<file path="config.mk">
export PLATFORM = sky130hd
export DESIGN_NAME = noc_pkt_sequencer_flat
export DESIGN_NICKNAME = d
export VERILOG_FILES = /design/src/rtl/noc_pkt_pkg.sv /design/src/rtl/noc_pkt_sequencer_if.sv /design/src/rtl/noc_pkt_word_dec.sv /design/src/rtl/noc_pkt_sequencer.sv /design/src/flat_wrapper.sv
export SDC_FILE = /design/constraint.sdc
export NUM_CORES = 1
export LEC_CHECK = 0
export ABC_AREA = 1
export CAP_MARGIN = 20
export CORE_UTILIZATION = 26
export DETAILED_ROUTE_END_ITERATION = 6
export PLACE_DENSITY = 0.61
export SYNTH_ARGS = -nofsm -noshare
export SYNTH_HDL_FRONTEND = slang
export SYNTH_SLANG_ARGS = --single-unit
</file>
<file path="constraint.sdc">
create_clock -name clk -period 2.17 [get_ports clk]
set_input_delay 0.651 -clock clk [delete_from_list [all_inputs] [get_ports clk]]
set_output_delay 0.651 -clock clk [all_outputs]
set_load 0.01 [all_outputs]
</file>
<file path="src/rtl/noc_pkt_pkg.sv">
// -----------------------------------------------------------------------------
// noc_pkt_pkg
// Shared definitions for the NOC packet sequencer slice: sequencer state
// encoding and the bit layout of a 72-bit packet-memory ROM word.
//   [71] EOP, [70] EOF, [69:64] GAP, [63:0] payload
// Optional feature macro: NOC_PKT_SEQ_GAP_EN (adds the GAP state).
// -----------------------------------------------------------------------------
package noc_pkt_pkg;

  localparam int EOP_BIT   = 71;
  localparam int EOF_BIT   = 70;
  localparam int GAP_MSB   = 69;
  localparam int GAP_LSB   = 64;
  localparam int PAYLOAD_W = 64;
  localparam int GAP_W     = GAP_MSB - GAP_LSB + 1;

  typedef enum logic [2:0] {
    ST_IDLE = 3'd0,
    ST_LOAD = 3'd1,
    ST_SEND = 3'd2,
`ifdef NOC_PKT_SEQ_GAP_EN
    ST_GAP  = 3'd3,
`endif
    ST_DONE = 3'd4
  } state_t;

endpackage

</file>
<file path="src/rtl/noc_pkt_sequencer_if.sv">
// -----------------------------------------------------------------------------
// noc_pkt_sequencer_if
// Payload stream from the sequencer toward the NOC master datapath.
//   out_valid : beat valid (master)       out_data : 64-bit payload (master)
//   out_last  : last beat of packet (master)
//   out_ready : downstream accepts (slave)
// Handshake: a beat transfers on a rising edge where out_valid and out_ready
// are both 1. Once out_valid is raised, out_data/out_last/out_valid stay
// stable until that transfer; out_valid never depends on out_ready.
// -----------------------------------------------------------------------------
interface noc_pkt_sequencer_if;
  import noc_pkt_pkg::*;

  logic                 out_valid;
  logic                 out_ready;
  logic [PAYLOAD_W-1:0] out_data;
  logic                 out_last;

  modport master (output out_valid, output out_data, output out_last,
                  input  out_ready);
  modport slave  (input  out_valid, input  out_data, input  out_last,
                  output out_ready);
endinterface

</file>
<file path="src/rtl/noc_pkt_word_dec.sv">
// -----------------------------------------------------------------------------
// noc_pkt_word_dec
// Combinational split of a ROM word into its control and payload fields.
//   i_word    : ROM word
//   o_payload : [63:0]   o_eop : [71]   o_eof : [70]   o_gap : [69:64]
// -----------------------------------------------------------------------------
module noc_pkt_word_dec
  import noc_pkt_pkg::*;
#(
  parameter int DATA_WIDTH = 72
) (
  input  logic [DATA_WIDTH-1:0] i_word,
  output logic [PAYLOAD_W-1:0]  o_payload,
  output logic                  o_eop,
  output logic                  o_eof,
  output logic [GAP_W-1:0]      o_gap
);
  assign o_payload = i_word[PAYLOAD_W-1:0];
  assign o_eop     = i_word[EOP_BIT];
  assign o_eof     = i_word[EOF_BIT];
  assign o_gap     = i_word[GAP_MSB:GAP_LSB];
endmodule

</file>
<file path="src/rtl/noc_pkt_sequencer.sv">
// -----------------------------------------------------------------------------
// noc_pkt_sequencer
// Walks the packet-memory ROM from BASE_ADDR after start, streams payloads
// over out_if, marks EOP beats, counts packets and ends on EOF, stop (at a
// packet boundary) or address overrun at DEPTH.
// Ports:
//   clk, rst_n     : clock, synchronous active-low reset
//   start, stop    : run start (IDLE/DONE only), level stop request
//   rom_addr       : ROM address (combinational ROM)
//   rom_data       : ROM word at rom_addr, same cycle
//   out_if         : payload stream (master modport)
//   busy, done     : run in progress / run finished (held)
//   overrun        : run ended by reaching DEPTH without EOF
//   pkt_count      : EOP beats accepted this run (saturating)
//   o_dbg_state    : current FSM state
// Optional feature macro: NOC_PKT_SEQ_GAP_EN (honour the GAP field).
// -----------------------------------------------------------------------------
module noc_pkt_sequencer
  import noc_pkt_pkg::*;
#(
  parameter int                    ADDR_WIDTH = 48,
  parameter int                    DATA_WIDTH = 72,
  parameter int                    DEPTH      = 65536,
  parameter logic [ADDR_WIDTH-1:0] BASE_ADDR  = '0
) (
  input  logic                  clk,
  input  logic                  rst_n,
  input  logic                  start,
  input  logic                  stop,
  output logic [ADDR_WIDTH-1:0] rom_addr,
  input  logic [DATA_WIDTH-1:0] rom_data,
  noc_pkt_sequencer_if.master   out_if,
  output logic                  busy,
  output logic                  done,
  output logic                  overrun,
  output logic [15:0]           pkt_count,
  output state_t                o_dbg_state
);

  state_t                r_state, w_next_state;
  logic [ADDR_WIDTH-1:0] r_addr;
  logic [PAYLOAD_W-1:0]  r_data;
  logic                  r_last, r_valid, r_done, r_overrun;
  logic [15:0]           r_pkt_count;

  logic [PAYLOAD_W-1:0]  w_payload;
  logic                  w_eop, w_eof;
  logic [GAP_W-1:0]      w_gap;
  logic                  w_hs, w_at_end, w_clear, w_load, w_drop, w_set_done, w_set_overrun;

`ifdef NOC_PKT_SEQ_GAP_EN
  logic [GAP_W-1:0]      r_gap;
`else
  logic                  w_unused_gap;
  assign w_unused_gap = &{1'b0, w_gap};
`endif

  noc_pkt_word_dec #(.DATA_WIDTH(DATA_WIDTH)) u_dec (
    .i_word    (rom_data),
    .o_payload (w_payload),
    .o_eop     (w_eop),
    .o_eof     (w_eof),
    .o_gap     (w_gap)
  );

  assign w_hs     = (r_state == ST_SEND) && r_valid && out_if.out_ready;
  // r_addr already points past the beat on the bus, so DEPTH here means the
  // beat just accepted came from the last valid word.
  assign w_at_end = (r_addr == ADDR_WIDTH'(DEPTH));

  // State register
  always_ff @(posedge clk) begin
    if (!rst_n) r_state <= ST_IDLE;
    else        r_state <= w_next_state;
  end

  // Next-state logic
  always_comb begin
    w_next_state = r_state;
    unique case (r_state)
      ST_IDLE, ST_DONE: if (start) w_next_state = ST_LOAD;
      ST_LOAD:          w_next_state = w_eof ? ST_DONE : ST_SEND;
      ST_SEND: begin
        if (w_hs) begin
          if (r_last && stop)             w_next_state = ST_DONE;
          else if (w_at_end)              w_next_state = ST_DONE;
`ifdef NOC_PKT_SEQ_GAP_EN
          else if (r_last && r_gap != '0) w_next_state = ST_GAP;
`endif
          else if (w_eof)                 w_next_state = ST_DONE;
          // else: next word loads in the same cycle, stay in SEND
        end
      end
`ifdef NOC_PKT_SEQ_GAP_EN
      ST_GAP:  if (r_gap == GAP_W'(1)) w_next_state = ST_LOAD;
`endif
      default: w_next_state = ST_IDLE;
    endcase
  end

  // Output / control strobes derived from the transition being taken
  always_comb begin
    w_clear       = ((r_state == ST_IDLE) || (r_state == ST_DONE)) && start;
    w_load        = (w_next_state == ST_SEND) && ((r_state == ST_LOAD) || w_hs);
    w_drop        = w_hs && (w_next_state != ST_SEND);
    w_set_done    = (r_state != ST_DONE) && (w_next_state == ST_DONE);
    w_set_overrun = w_hs && (w_next_state == ST_DONE) && w_at_end && !(r_last && stop);
  end

  // Address counter, output register and run status
  always_ff @(posedge clk) begin
    if (!rst_n) begin
      r_addr      <= BASE_ADDR;
      r_data      <= '0;
      r_last      <= 1'b0;
      r_valid     <= 1'b0;
      r_done      <= 1'b0;
      r_overrun   <= 1'b0;
      r_pkt_count <= '0;
`ifdef NOC_PKT_SEQ_GAP_EN
      r_gap       <= '0;
`endif
    end else begin
      if (w_clear) begin
        r_addr      <= BASE_ADDR;
        r_pkt_count <= '0;
        r_done      <= 1'b0;
        r_overrun   <= 1'b0;
      end
      if (w_load) begin
        r_data  <= w_payload;
        r_last  <= w_eop;
        r_valid <= 1'b1;
        r_addr  <= r_addr + ADDR_WIDTH'(1);
`ifdef NOC_PKT_SEQ_GAP_EN
        r_gap   <= w_gap;
`endif
      end else if (w_drop) begin
        r_valid <= 1'b0;
      end
      if (w_hs && r_last && (r_pkt_count != 16'hFFFF))
        r_pkt_count <= r_pkt_count + 16'd1;
      if (w_set_done)    r_done    <= 1'b1;
      if (w_set_overrun) r_overrun <= 1'b1;
`ifdef NOC_PKT_SEQ_GAP_EN
      if (r_state == ST_GAP) r_gap <= r_gap - GAP_W'(1);
`endif
    end
  end

  assign rom_addr         = r_addr;
  assign out_if.out_valid = r_valid;
  assign out_if.out_data  = r_data;
  assign out_if.out_last  = r_last;
  assign busy             = (r_state != ST_IDLE) && (r_state != ST_DONE);
  assign done             = r_done;
  assign overrun          = r_overrun;
  assign pkt_count        = r_pkt_count;
  assign o_dbg_state      = r_state;

endmodule

</file>
<file path="src/flat_wrapper.sv">
// flat-port wrapper written by rule: the top's interface ports become plain ports
module noc_pkt_sequencer_flat import noc_pkt_pkg::*;
#(
  parameter int                    ADDR_WIDTH = 48,
  parameter int                    DATA_WIDTH = 72,
  parameter int                    DEPTH      = 65536,
  parameter logic [ADDR_WIDTH-1:0] BASE_ADDR  = '0
)
  (clk, rst_n, start, stop, rom_addr, rom_data, busy, done, overrun, pkt_count, o_dbg_state, out_if_out_valid, out_if_out_data, out_if_out_last, out_if_out_ready);
  noc_pkt_sequencer_if out_if_i ();
  input  logic clk;
  input  logic rst_n;
  input  logic start;
  input  logic stop;
  output logic [ADDR_WIDTH-1:0] rom_addr;
  input  logic [DATA_WIDTH-1:0] rom_data;
  output logic busy;
  output logic done;
  output logic overrun;
  output logic [15:0] pkt_count;
  output state_t o_dbg_state;
  output wire logic [$bits(out_if_i.out_valid)-1:0] out_if_out_valid;
  output wire logic [$bits(out_if_i.out_data)-1:0] out_if_out_data;
  output wire logic [$bits(out_if_i.out_last)-1:0] out_if_out_last;
  input wire logic [$bits(out_if_i.out_ready)-1:0] out_if_out_ready;
  assign out_if_out_valid = out_if_i.out_valid;
  assign out_if_out_data = out_if_i.out_data;
  assign out_if_out_last = out_if_i.out_last;
  assign out_if_i.out_ready = out_if_out_ready;
  noc_pkt_sequencer #(.ADDR_WIDTH(ADDR_WIDTH), .DATA_WIDTH(DATA_WIDTH), .DEPTH(DEPTH), .BASE_ADDR(BASE_ADDR)) u_core (.clk(clk), .rst_n(rst_n), .start(start), .stop(stop), .rom_addr(rom_addr), .rom_data(rom_data), .out_if(out_if_i), .busy(busy), .done(done), .overrun(overrun), .pkt_count(pkt_count), .o_dbg_state(o_dbg_state));
endmodule
</file>
# Yosys cells after proc, flatten, opt, wreduce, memory -nomap -nowiden
# Cells that the tools add are included.
# op_classes
addsub,2
eq_ne,9
reduce_logical,24
mux,16
# ops
op,n
$mux 48,2
$add 48x1->48 const B,1
$eq 48x17->1 const B,1
$mux 16,2
$mux 3,6
$add 16x1->16 const B,1
$ne 16x16->1 const B,1
$logic_and 1x1->1,13
$reduce_bool 2->1,5
$pmux 3 s3,1
$eq 3x2->1 const B,2
$eq 3x3->1 const B,2
$mux 1,5
$eq 3x1->1 const B,1
$logic_not 3->1,1
$ne 3x2->1 const B,1
$ne 3x3->1 const B,1
$reduce_bool 3->1,1
$logic_or 1x1->1,2
$reduce_or 2->1,1
$logic_not 1->1,1
# word_totals
reg_bits,135

# Longest topological paths before layout
# Gate-level depths: netlist (run 1).
# depth
depth_word,10
depth_mapped,13
ltp_nobuf,11

# Hierarchy
# From an unflattened synthesis (run 1), not the netlist that was laid out.
# hier_totals
cells_unflattened,1145
area_unflattened_um2,7460.9
# by_module_without_submodules
mod,cells_per_inst,seq_area_each_um2,area_each_um2,n_inst
noc_pkt_sequencer,1073,2702.6,6920.4,1
noc_pkt_word_dec,72,0.0,540.5,1

# Least setup slack after synthesis (run 1)
# Ideal clock, no wire load.
# synth_path
kind,in2reg
from,input port stop
to,register u_core.r_data[62] (netlist: u_core.out_if.out_data[62])
path_slack_ps,362
path_stages,9
t_arrival_ps,1740
path_buffers,2
path_cell_list,nand2_1 inv_1 o21ai_1 nand3_2 nor2_4 buf_4 buf_6 nand2_1 a21oi_2
# synth_via
elab_chain_cells,6
# synth_lines
element,line_no,text
start: declaration,flat_wrapper.sv:14,input logic stop;
$logic_and 1x1->1,noc_pkt_sequencer.sv:85,if (r_last && stop) w_next_state = ST_DONE;
$mux 3,noc_pkt_sequencer.sv:85,
$mux 3,noc_pkt_sequencer.sv:84,if (w_hs) begin
$pmux 3 s3,noc_pkt_sequencer.sv:80,unique case (r_state)
$eq 3x2->1,noc_pkt_sequencer.sv:104,w_load = (w_next_state == ST_SEND) && ((r_state == ST_LOAD) || w_hs);
$logic_and 1x1->1,noc_pkt_sequencer.sv:104,
end signal: assignment,noc_pkt_sequencer.sv:131,r_data <= w_payload;
end: declaration,noc_pkt_sequencer.sv:42,logic [PAYLOAD_W-1:0] r_data;
# Every way passes these cells.
# A chain may end at the register's enable or synchronous reset.

# Worst setup path in the final report (run 1)
# layout_path
from,register u_core.r_addr[34] (netlist: u_core.rom_addr[34])
to,output port rom_addr[34]
# layout_lines
element,line_no,text
start: declaration,noc_pkt_sequencer.sv:41,logic [ADDR_WIDTH-1:0] r_addr;
start signal: assignment,noc_pkt_sequencer.sv:134,r_addr <= r_addr + ADDR_WIDTH'(1);
end: declaration,flat_wrapper.sv:15,output logic [ADDR_WIDTH-1:0] rom_addr;
# No word-level cell between the ends.

==> impl_metrics.xml, run 1 <==
<?xml version="1.0" encoding="UTF-8"?>
<metrics>
  <group name="timing">
    <metric name="unrepaired_setup_endpoints_after_global_routing" unit="">false</metric>
    <metric name="period_minus_slack" unit="ns">2.11</metric>
    <metric name="skew" unit="ns">0.0201</metric>
    <metric name="timing.hold.ws" unit="ns">0.461</metric>
    <metric name="finalMaxSlewViolations" unit="">0</metric>
    <metric name="setup_tns" unit="ns">0</metric>
    <metric name="tightest_pin_transition" unit="ns">0.686</metric>
    <metric name="slew_headroom" unit="%">54.1</metric>
    <metric name="finalCritPeriodShare" unit="%">97.2</metric>
    <metric name="finalSetupViolations" unit="">0</metric>
    <metric name="hold_viol" unit="">0</metric>
    <metric name="fmax" unit="MHz">474</metric>
  </group>
  <group name="clocking">
    <metric name="clock_latency" unit="ns">0.42</metric>
    <metric name="cts_tree" unit="">built</metric>
    <metric name="cts-htree-levels" unit="">4</metric>
    <metric name="clock_root_buffer" unit="">clkbuf_16</metric>
    <metric name="cts_made_buffers" unit="">17</metric>
    <metric name="register_clock_pin_slew_on_the_reported_worst_setup_and_hold_paths" unit="ns">0.07</metric>
    <metric name="cts_hold_buf" unit="">0</metric>
    <metric name="number_of_buffers_on_the_longest_clock_path" unit="">2</metric>
    <metric name="tritoncts_num_sinks" unit="">135</metric>
  </group>
  <group name="global_route">
    <metric name="grt_max_degree" unit="">117</metric>
    <metric name="gr-usage-all-layers" unit="%">17.3</metric>
    <metric name="congestion_overflow_gr" unit="">0</metric>
    <metric name="grt_first_pass_wirelength" unit="mm">37.0</metric>
    <metric name="first_global_vias" unit="">7305</metric>
    <metric name="antenna_found_initial" unit="">0</metric>
  </group>
  <group name="synth">
    <metric name="seq_area_frac_synth" unit="%">38.9</metric>
    <metric name="synth_top_area_cell" unit="">dfxtp_1</metric>
    <metric name="yosys.area.top_type_share" unit="%">38.9</metric>
    <metric name="yosys_register_bits" unit="">135</metric>
    <metric name="synth_async_sr_flop_share" unit="%">0</metric>
    <metric name="postSynthNetCount" unit="">1155</metric>
    <metric name="syn-mean-instance-area" unit="µm²">6.46</metric>
    <metric name="dominantRegCellSynth" unit="">dfxtp_1</metric>
    <metric name="post_syn_area" unit="µm²">6950</metric>
    <metric name="number_of_enable_flip_flop_cells_after_synthesis" unit="">0</metric>
    <metric name="post-synth-top-count-cell" unit="">nand2_1</metric>
    <metric name="synth.distinct_cells" unit="">34</metric>
    <metric name="synth.yosys.warnings" unit="">0</metric>
    <metric name="yosys-top-cells-area" unit="">dfxtp_1 (39%), nand2_1 (19%), a21oi_1 (8.4%)</metric>
    <metric name="synth_top_cells_by_count" unit="">nand2_1 (356), nor2_1 (143), dfxtp_1 (135)</metric>
    <metric name="netlist_instances" unit="">1075</metric>
  </group>
  <group name="placement">
    <metric name="hpwl" unit="mm">17.5</metric>
    <metric name="gpl.final_weighted_congestion" unit="">0.919</metric>
    <metric name="place.port_buffers" unit="">206</metric>
  </group>
  <group name="detailed_routing">
    <metric name="highest-signal-layer" unit="">met4</metric>
    <metric name="viasPerCell" unit="">4.62</metric>
    <metric name="dr.pass1.iters" unit="">6</metric>
    <metric name="wirelength_met1" unit="mm">10.4</metric>
    <metric name="met2_wirelength_from_detailed_routing" unit="mm">11.1</metric>
    <metric name="remaining_drc_errors" unit="">15</metric>
    <metric name="dr.first_iter.drc_count" unit="">456</metric>
    <metric name="postRouteAntennaNets" unit="">0</metric>
    <metric name="wl_met3" unit="mm">1.94</metric>
    <metric name="mean_routed_wirelength_per_cell" unit="µm">14.0</metric>
    <metric name="totalWireLength" unit="mm">23.7</metric>
    <metric name="vias" unit="">7810</metric>
  </group>
  <group name="final_layout">
    <metric name="multi_input_area" unit="µm²">3740</metric>
    <metric name="final_layout_size_suffix_gt1_share" unit="%">12.2</metric>
    <metric name="syn_to_final_growth" unit="%">53.2</metric>
    <metric name="filler_cells_inserted" unit="">2749</metric>
    <metric name="ff_latch_area" unit="µm²">2710</metric>
    <metric name="antenna_cells" unit="">0</metric>
    <metric name="final_layout_net_count" unit="">1424</metric>
  </group>
  <group name="floorplanning">
    <metric name="die_y" unit="µm">165</metric>
    <metric name="top_level_ports" unit="">213</metric>
    <metric name="row_count" unit="">59</metric>
    <metric name="initial_standard_cell_utilization_of_the_core" unit="%">26.6</metric>
    <metric name="die_area" unit="µm²">27400</metric>
    <metric name="fp.dieW" unit="µm">165</metric>
    <metric name="core_area" unit="µm²">26100</metric>
  </group>
  <group name="pwr">
    <metric name="irDropWorstVdd" unit="mV">0.394</metric>
    <metric name="leakagePower" unit="µW">0.00394</metric>
    <metric name="power-per-cell-area" unit="nW/µm²">602</metric>
  </group>
  <group name="run_status">
    <metric name="failed_checks" unit="">design-rule violations</metric>
    <metric name="run_status" unit="">finished with violations</metric>
  </group>
  <group name="critical_path">
    <metric name="setup.worst_path.end_class" unit="">primary output</metric>
    <metric name="criticalPathCategory" unit="">reg2out</metric>
    <metric name="worstSetupStartpointType" unit="">flop</metric>
    <metric name="cp.arrival" unit="ns">1.46</metric>
    <metric name="timing.critical_path.required" unit="ns">1.52</metric>
    <metric name="crit_fanout" unit="">6</metric>
  </group>
  <group name="worst_hold_path">
    <metric name="min-delay-path-class" unit="">reg2reg</metric>
  </group>
  <group name="job">
    <metric name="max_cap_viol_count" unit="">0</metric>
  </group>
</metrics>
-- power by group --
| group | internal, µW | switching (µW) | leakage [µW] | total [µW] |
|---|---|---|---|---|
| registers | 2550 | 40.3 | 0.00110 | 2590 |
| logic | 393 | 363 | 0.00256 | 755 |
| clock network | 1750 | 1320 | 0.000290 | 3070 |
-- per-layer routing --
metal | vias up | GRT usage (%)
met5 | - | 0
met4 | 0 | 4.63
met3 | 22 | 5.27
met2 | 241 | 28.0
met1 | 3559 | 22.0
li1 | 3988 | -
-- through the flow --
stage | worst slack [ns] | total power [µW] | std cells | utilization [%] | area, µm²
5_1_grt | 0.00468 | 6670 | 1692 | 40.7 | 10600
4_1_cts | 0.00450 | 6500 | 1690 | 40.5 | 10600
3_5_place_dp | -0.334 | 3400 | 1658 | 38.2 | 9990
6_report | 0.0601 | 6410 | 1692 | 40.7 | 10600
2_1_floorplan | 0.362 | 2960 | 1075 | - | 6950
3_3_place_gp | -0.308 | 3400 | 1658 | 38.2 | 9990
-- sequential cells by signal (all words and copies together) (netlist names) --
signal,count
u_core.done,1
u_core.o_dbg_state,3
u_core.out_if.out_data,64
u_core.out_if.out_last,1
u_core.out_if.out_valid,1
u_core.overrun,1
u_core.pkt_count,16
u_core.rom_addr,48
-- critical path: stages, from the launching register on --
cell,delay [ns]
dfxtp_1,0.33
buf_4,0.16
clkdlybuf4s50_1,0.55
-- layout by cell type, fill, tap and decap left out, types with 3 or more instances in the layout --
master	count
dlymetal6s2s_1	3
a21oi_2	10
clkbuf_16	17
nor2_2	4
inv_8	4
a21oi_1	116
dfxtp_1	127
nand4_1	20
nand2_1	355
or2_2	3
nor3_1	6
buf_4	77
dfxtp_2	8
inv_6	6
nand2_2	12
nand3_1	86
clkinvlp_4	3
xnor2_1	3
nor2_1	143
ha_1	3
xor2_1	18
o21ai_0	18
inv_1	73
o21bai_1	10
clkdlybuf4s50_1	202
buf_12	11
-- kinds of logic after synthesis --
group / Yosys count / synth area share [%]
flip-flops: 135 / 38.9
AND/OR/NAND/NOR: 637 / 38.0
XOR/XNOR: 21 / 2.65
buffers and inverters: 121 / 7.55
AO/OA/AOI/OAI: 158 / 12.4
adder cells (fa/ha/maj): 3 / 0.540
-- cell type report --
| cell class | count | area share (%) |
|---|---|---|
| Inverter | 76 | 2.70 |
| Clock buffer | 17 | 4.00 |
| Timing Repair Buffer | 295 | 27.0 |
| Tap cell | 335 | 3.94 |
| Sequential cell | 135 | 25.5 |
| Clock inverter | 15 | 1.69 |
| Multi-Input combinational cell | 819 | 35.1 |
-- what timing repair did --
item | CTS | global route
resized for setup | 1 | 15
cloned | 0 | 0
endpoints found under the hold margin | 0 | 0
buffers inserted | 0 | 2
setup endpoints to repair | 1 | 28
-- worst paths after layout --
path	from	endpoint	slack [ns]	depth (start not counted)
min	u_core.out_if.out_data[52]	u_core.out_if.out_data[52]	0.46	2
max reg2reg	u_core.rom_addr[1]	u_core.rom_addr[32]	0.17	11
max	u_core.rom_addr[34]	rom_addr[34]	0.06	2
min reg2reg	u_core.out_if.out_data[52]	u_core.out_if.out_data[52]	0.46	2
Note: power is estimated with default switching activity, not from simulation.
==> inputs of run 2 (changes only) <==
Settings changed: SETUP_SLACK_MARGIN from default to 0.4.
==> run 2 against run 1 <==
Net effect:
- the run still ends with design-rule violations left
- total power grew 6.0%
- hold slack lost 0.013 ns
- first-iteration DRC count grew 22%
- clock skew is 0.0041 ns lower
==> impl_metrics.xml, run 2 (synthesis gave the netlist of run 1 again) <==
<?xml version="1.0" encoding="UTF-8"?>
<metrics>
  <group name="run_status">
    <metric name="run_status" unit="">finished with violations</metric>
    <metric name="failed_checks" unit="">design-rule violations</metric>
  </group>
  <group name="global_route">
    <metric name="antenna_found_initial" unit="">0</metric>
    <metric name="grt_first_pass_wirelength" unit="mm">41.7</metric>
    <metric name="gr-usage-all-layers" unit="%">19.7</metric>
    <metric name="first_global_vias" unit="">7802</metric>
    <metric name="congestion_overflow_gr" unit="">0</metric>
    <metric name="grt_max_degree" unit="">66</metric>
  </group>
  <group name="timing">
    <metric name="unrepaired_setup_endpoints_after_global_routing" unit="">true</metric>
    <metric name="setup_tns" unit="ns">0</metric>
    <metric name="tightest_pin_transition" unit="ns">0.395</metric>
    <metric name="finalSetupViolations" unit="">0</metric>
    <metric name="skew" unit="ns">0.0160</metric>
    <metric name="slew_headroom" unit="%">73.6</metric>
    <metric name="finalMaxSlewViolations" unit="">0</metric>
    <metric name="finalCritPeriodShare" unit="%">90.8</metric>
    <metric name="hold_viol" unit="">0</metric>
    <metric name="fmax" unit="MHz">508</metric>
    <metric name="period_minus_slack" unit="ns">1.97</metric>
  </group>
  <group name="floorplanning">
    <metric name="fp.dieW" unit="µm">165</metric>
    <metric name="top_level_ports" unit="">213</metric>
    <metric name="core_area" unit="µm²">26100</metric>
    <metric name="die_area" unit="µm²">27400</metric>
    <metric name="die_y" unit="µm">165</metric>
    <metric name="row_count" unit="">59</metric>
    <metric name="initial_standard_cell_utilization_of_the_core" unit="%">26.6</metric>
  </group>
  <group name="placement">
    <metric name="hpwl" unit="mm">17.3</metric>
    <metric name="gpl.final_weighted_congestion" unit="">0.932</metric>
    <metric name="place.port_buffers" unit="">206</metric>
    <metric name="total_cell_area_at_the_placement_stage" unit="µm²">9900</metric>
  </group>
  <group name="pwr">
    <metric name="leakagePower" unit="µW">0.00535</metric>
    <metric name="irDropWorstVdd" unit="mV">0.392</metric>
    <metric name="power" unit="µW">6790</metric>
    <metric name="power-per-cell-area" unit="nW/µm²">544</metric>
  </group>
  <group name="critical_path">
    <metric name="worstSetupStartpointType" unit="">primary input</metric>
    <metric name="crit_fanout" unit="">6</metric>
    <metric name="critical_path.slowest_cell" unit="">clkdlybuf4s50_1</metric>
    <metric name="worst_r2r_endpoint" unit="">u_core.out_if.out_data[50]</metric>
    <metric name="reg2regPathDepth" unit="">13</metric>
    <metric name="slowest_delay" unit="ns">0.46</metric>
    <metric name="critical-path-top-delay-family" unit="">buffers and inverters</metric>
    <metric name="timing.critical_path.cells" unit="">clkdlybuf4s50_1, inv_1, nand3_1, nand2_1, inv_2, nand3_4, nor2_4, buf_12, buf_12, clkbuf_16, nand2_1, a21oi_1</metric>
    <metric name="criticalPathCategory" unit="">in2reg</metric>
    <metric name="cp.arrival" unit="ns">2.33</metric>
    <metric name="critPathBufInv" unit="">6</metric>
    <metric name="worst-r2r-setup-slack" unit="ns">0.22</metric>
    <metric name="timing.critical_path.required" unit="ns">2.53</metric>
    <metric name="setup.worst_path.end_class" unit="">flop</metric>
    <metric name="r2r-start" unit="">u_core.o_dbg_state[0]</metric>
  </group>
  <group name="detailed_routing">
    <metric name="viasPerCell" unit="">4.84</metric>
    <metric name="dr.pass1.iters" unit="">7</metric>
    <metric name="dr.first_iter.drc_count" unit="">556</metric>
    <metric name="totalWireLength" unit="mm">28.5</metric>
    <metric name="remaining_drc_errors" unit="">11</metric>
    <metric name="vias" unit="">8476</metric>
    <metric name="mean_routed_wirelength_per_cell" unit="µm">16.3</metric>
    <metric name="postRouteAntennaNets" unit="">0</metric>
  </group>
  <group name="clocking">
    <metric name="cts-htree-levels" unit="">4</metric>
    <metric name="cts_hold_buf" unit="">0</metric>
    <metric name="tritoncts_num_sinks" unit="">135</metric>
    <metric name="cts_made_buffers" unit="">17</metric>
    <metric name="cts_tree" unit="">built</metric>
    <metric name="clock_latency" unit="ns">0.44</metric>
    <metric name="register_clock_pin_slew_on_the_reported_worst_setup_and_hold_paths" unit="ns">0.07</metric>
    <metric name="clock_root_buffer" unit="">clkbuf_16</metric>
    <metric name="number_of_buffers_on_the_longest_clock_path" unit="">2</metric>
  </group>
  <group name="final_layout">
    <metric name="most_common_library_cell_in_the_layout_ignoring_fill_and_taps" unit="">nand2_1</metric>
    <metric name="most_frequent_cells_in_the_layout" unit="">nand2_1 (263), nor2_1 (130), nand3_1 (80)</metric>
    <metric name="syn_to_final_growth" unit="%">79.7</metric>
    <metric name="antenna_cells" unit="">0</metric>
    <metric name="largest_register_ffs" unit="">64</metric>
    <metric name="final_layout_size_suffix_gt1_share" unit="%">35.6</metric>
    <metric name="multi_input_area" unit="µm²">4560</metric>
    <metric name="ff_latch_area" unit="µm²">2790</metric>
    <metric name="final_layout_net_count" unit="">1482</metric>
    <metric name="filler_cells_inserted" unit="">2537</metric>
    <metric name="final_core_util" unit="%">47.8</metric>
    <metric name="fin_area" unit="µm²">12500</metric>
  </group>
  <group name="worst_hold_path">
    <metric name="min-delay-path-class" unit="">reg2reg</metric>
    <metric name="min_delay_worst_endpoint" unit="">u_core.done</metric>
    <metric name="worstHoldStart" unit="">u_core.done</metric>
    <metric name="timing.hold.worst_path_depth" unit="">2</metric>
  </group>
  <group name="job">
    <metric name="max_cap_viol_count" unit="">0</metric>
  </group>
</metrics>
[run 2: how the worst max path moves through the flow]
stage                                  to  slack, ns  cells after the start                  start
2_1_floorplan  u_core.out_if.out_data[53]       0.42                     11       out_if_out_ready
3_3_place_gp          u_core.rom_addr[24]      -0.20                     12       out_if_out_ready
3_5_place_dp           u_core.rom_addr[6]      -0.27                     12       out_if_out_ready
4_1_cts                              busy       0.21                      3  u_core.o_dbg_state[1]
5_1_grt        u_core.out_if.out_data[35]       0.12                     12                  start
6_report        u_core.out_if.out_data[1]       0.20                     12                  start
[run 2: report_power, final]
part           internal [µW]  leakage [µW]  switching, µW
registers               2540       0.00112           48.6
clock network           1670      0.000292           1340
logic                    648       0.00394            555
[run 2: area by class of cell]
cell class	instances	area share (%)
tap	335	3.36
clock inverter	14	1.24
multi-input combinational	819	36.5
sequential	135	22.4
inverter	76	2.30
clock buffer	18	3.52
timing repair buffer	353	30.7
[run 2: layer usage]
layer	global-route usage (%)	vias to the layer above	wire, µm
met3	4.77	57	2180
li1	-	4127	-
met2	31.1	342	13300
met1	26.0	3950	12400
met5	0	-	0
met4	6.98	0	680
[run 2: tightest hold or removal path, cell delays in order, from the launching register on]
cell     delay, ns
dfxtp_1       0.33
o21ai_1       0.06
inv_1         0.04
[run 2: repair_timing]
item | 4_1_cts | 5_1_grt
endpoints found under the setup margin | 258 | 188
resized for setup | 444 | 252
cloned | 17 | 9
pin swaps | 41 | 52
buffers inserted | 30 | 15
[run 2: through the flow]
stage          worst slack [ns]  std cells  hold WS, ns
2_1_floorplan             0.418       1075        0.487
3_3_place_gp             -0.204       1647        0.450
3_5_place_dp             -0.270       1647        0.454
4_1_cts                   0.214       1726        0.461
5_1_grt                   0.119       1750        0.476
6_report                  0.200       1750        0.448
==> inputs of run 3 (changes only) <==
Settings changed: GPL_TIMING_DRIVEN from default to 0.
==> run 3 against run 2 <==
Net effect:
- critical path depth rose by 3
- global-route usage is 1.1 points higher
- maximum frequency decreased by 2.7%
- flip-flop and latch count is the same
- worst setup slack got worse by 0.055 ns
- largest cell class unchanged
- the run still ends with design-rule violations left
- register-to-register slack lost 0.08 ns
- clock power shrank 2%
- largest power group unchanged
- die area unchanged
==> impl_metrics.xml, run 3 (synthesis gave the netlist of run 1 again) <==
<?xml version="1.0" encoding="UTF-8"?>
<metrics>
  <group name="critical_path">
    <metric name="criticalPathCategory" unit="">reg2reg</metric>
    <metric name="crit_fanout" unit="">6</metric>
    <metric name="slowest_delay" unit="ns">0.36</metric>
    <metric name="worstSetupStartpointType" unit="">flop</metric>
    <metric name="critical_path.slowest_cell" unit="">dfxtp_4</metric>
    <metric name="timing.critical_path.cells" unit="">inv_4, ha_4, nand2_2, nor2_2, nand2_2, nor2_4, nand2_2, buf_6, nand4_4, buf_6, buf_12, buf_12, buf_16, nand3_1, a21oi_2</metric>
    <metric name="timing.critical_path.required" unit="ns">2.52</metric>
    <metric name="reg2regPathDepth" unit="">15</metric>
    <metric name="crit_top_cell" unit="">nand2_2</metric>
    <metric name="r2r-start" unit="">u_core.rom_addr[0]</metric>
    <metric name="worst_r2r_endpoint" unit="">u_core.rom_addr[38]</metric>
    <metric name="cp.arrival" unit="ns">2.37</metric>
    <metric name="setup.worst_path.end_class" unit="">flop</metric>
    <metric name="worst-r2r-setup-slack" unit="ns">0.14</metric>
  </group>
  <group name="clocking">
    <metric name="clock_latency" unit="ns">0.44</metric>
    <metric name="register_clock_pin_slew_on_the_reported_worst_setup_and_hold_paths" unit="ns">0.07</metric>
    <metric name="cts_hold_buf" unit="">0</metric>
    <metric name="tritoncts_num_sinks" unit="">135</metric>
    <metric name="cts_made_buffers" unit="">17</metric>
    <metric name="cts_tree" unit="">built</metric>
    <metric name="clock_root_buffer" unit="">clkbuf_16</metric>
    <metric name="number_of_buffers_on_the_longest_clock_path" unit="">2</metric>
    <metric name="cts-htree-levels" unit="">4</metric>
  </group>
  <group name="pwr">
    <metric name="power" unit="µW">6840</metric>
    <metric name="power-per-cell-area" unit="nW/µm²">535</metric>
    <metric name="power.share.combinational" unit="%">19.5</metric>
    <metric name="leakagePower" unit="µW">0.00506</metric>
    <metric name="power_switching_share" unit="%">29.0</metric>
    <metric name="power.share.clock" unit="%">43.2</metric>
    <metric name="sequentialPowerShare" unit="%">37.3</metric>
    <metric name="net-switching-power" unit="µW">1980</metric>
    <metric name="irDropWorstVdd" unit="mV">0.499</metric>
    <metric name="power_report.internal_total" unit="µW">4860</metric>
  </group>
  <group name="global_route">
    <metric name="first_global_vias" unit="">8002</metric>
    <metric name="congestion_overflow_gr" unit="">0</metric>
    <metric name="grt_max_degree" unit="">17</metric>
    <metric name="antenna_found_initial" unit="">0</metric>
    <metric name="grt_first_pass_wirelength" unit="mm">43.7</metric>
    <metric name="gr-usage-all-layers" unit="%">20.8</metric>
  </group>
  <group name="floorplanning">
    <metric name="die_area" unit="µm²">27400</metric>
    <metric name="top_level_ports" unit="">213</metric>
    <metric name="fp.dieW" unit="µm">165</metric>
    <metric name="initial_standard_cell_utilization_of_the_core" unit="%">26.6</metric>
    <metric name="core_area" unit="µm²">26100</metric>
    <metric name="die_y" unit="µm">165</metric>
    <metric name="row_count" unit="">59</metric>
  </group>
  <group name="job">
    <metric name="max_cap_viol_count" unit="">0</metric>
  </group>
  <group name="detailed_routing">
    <metric name="mean_routed_wirelength_per_cell" unit="µm">16.5</metric>
    <metric name="dr.first_iter.drc_count" unit="">502</metric>
    <metric name="dr.pass1.iters" unit="">7</metric>
    <metric name="viasPerCell" unit="">4.83</metric>
    <metric name="remaining_drc_errors" unit="">12</metric>
    <metric name="postRouteAntennaNets" unit="">0</metric>
    <metric name="totalWireLength" unit="mm">28.7</metric>
    <metric name="vias" unit="">8419</metric>
  </group>
  <group name="timing">
    <metric name="finalCritPeriodShare" unit="%">93.3</metric>
    <metric name="finalSetupViolations" unit="">0</metric>
    <metric name="timing.hold.ws" unit="ns">0.459</metric>
    <metric name="tightest_pin_transition" unit="ns">0.832</metric>
    <metric name="fmax" unit="MHz">494</metric>
    <metric name="period_minus_slack" unit="ns">2.03</metric>
    <metric name="hold_viol" unit="">0</metric>
    <metric name="skew" unit="ns">0.0184</metric>
    <metric name="postLayoutSetupSlackWorst" unit="ns">0.145</metric>
    <metric name="slew_headroom" unit="%">44.5</metric>
    <metric name="unrepaired_setup_endpoints_after_global_routing" unit="">true</metric>
    <metric name="finalMaxSlewViolations" unit="">0</metric>
  </group>
  <group name="worst_hold_path">
    <metric name="min-delay-path-class" unit="">reg2reg</metric>
    <metric name="timing.hold.worst_path_depth" unit="">2</metric>
    <metric name="min_delay_worst_endpoint" unit="">u_core.out_if.out_data[7]</metric>
    <metric name="worstHoldStart" unit="">u_core.out_if.out_data[7]</metric>
  </group>
  <group name="placement">
    <metric name="gpl.final_weighted_congestion" unit="">0.940</metric>
    <metric name="place.port_buffers" unit="">206</metric>
    <metric name="hpwl" unit="mm">19.1</metric>
    <metric name="pre_cts_slack" unit="ns">-0.620</metric>
  </group>
  <group name="final_layout">
    <metric name="syn_to_final_growth" unit="%">84.1</metric>
    <metric name="final_layout_size_suffix_gt1_share" unit="%">38.0</metric>
    <metric name="ff_latch_area" unit="µm²">2900</metric>
    <metric name="antenna_cells" unit="">0</metric>
    <metric name="most_frequent_cells_in_the_layout" unit="">nand2_1 (269), nor2_1 (124), a21oi_2 (79)</metric>
    <metric name="multi_input_area" unit="µm²">4800</metric>
    <metric name="filler_cells_inserted" unit="">2527</metric>
    <metric name="largest_register_ffs" unit="">64</metric>
    <metric name="most_common_library_cell_in_the_layout_ignoring_fill_and_taps" unit="">nand2_1</metric>
    <metric name="final_layout_net_count" unit="">1476</metric>
  </group>
  <group name="run_status">
    <metric name="failed_checks" unit="">design-rule violations</metric>
    <metric name="run_status" unit="">finished with violations</metric>
  </group>
</metrics>
## run 3: cell types whose count changed in the layout (fill, tap and decap cells not counted), moves of 25 or more
cell      delta
buf_2       -26
buf_6       -29
clkbuf_2    +25
dfxtp_2     -25
dfxtp_4     +37
nand3_1     -32
## run 3: per-layer routing
layer	vias to the layer above	global-route usage (%)	part of all wire, %
li1	4133	-	-
met1	3923	26.7	42
met2	301	33.9	48
met3	62	5.04	7.2
met4	0	7.27	2.7
met5	-	0	0
## run 3: cell type report
cell class                 count  share of cell area, %
buffer                        45                   3.80
clock buffer                  17                   3.33
clock inverter                15                   1.24
inverter                      76                   2.29
multi-input combinational    819                   37.6
sequential                   135                   22.7
tap                          335                   3.28
timing repair buffer         302                   25.8
## run 3: power by group through the flow
stage / sequential [µW] / clock [µW] / combinational, µW
floorplan: 2680 / 0 / 284
global route: 2560 / 3120 / 1400
finish: 2550 / 2950 / 1330
CTS: 2560 / 2990 / 1230
global placement: 2650 / 0 / 708
detailed placement: 2650 / 0 / 709
## run 3: critical path: cells and delay by family, from the launching register on
family / cells / cell delay, ns
buffers and inverters: 6 / 0.68
AND/OR/NAND/NOR: 7 / 0.57
flip-flops: 1 / 0.36
adder cells (fa/ha/maj): 1 / 0.15
AO/OA/AOI/OAI: 1 / 0.15
## run 3: how the worst max path moves through the flow
| stage | end | cells after the start | slack (ns) | from |
|---|---|---|---|---|
| after floorplan | u_core.out_if.out_data[53] | 11 | 0.42 | out_if_out_ready |
| after global placement | u_core.rom_addr[22] | 5 | -0.60 | rst_n |
| after detailed placement | u_core.rom_addr[22] | 5 | -0.62 | rst_n |
| after CTS | u_core.rom_addr[37] | 15 | 0.21 | u_core.rom_addr[1] |
| after global routing | u_core.rom_addr[44] | 15 | 0.07 | u_core.rom_addr[0] |
| final | u_core.rom_addr[38] | 15 | 0.14 | u_core.rom_addr[0] |
## run 3: what timing repair did
item	in CTS	in global routing
endpoints found under the setup margin	269	210
buffers inserted	65	7
resized for setup	541	270
cloned	24	0
pin swaps	73	89
## run 3: stage by stage
stage,util (%),instances,setup TNS [ns],instance area [µm²]
final,48.9,1744,0,12800
after detailed placement,36.1,1616,-59.50,9440
after floorplan,-,1075,0,6960
after global placement,36.1,1616,-56.63,9440
after global routing,48.9,1744,0,12800
after CTS,46.5,1737,0,12200
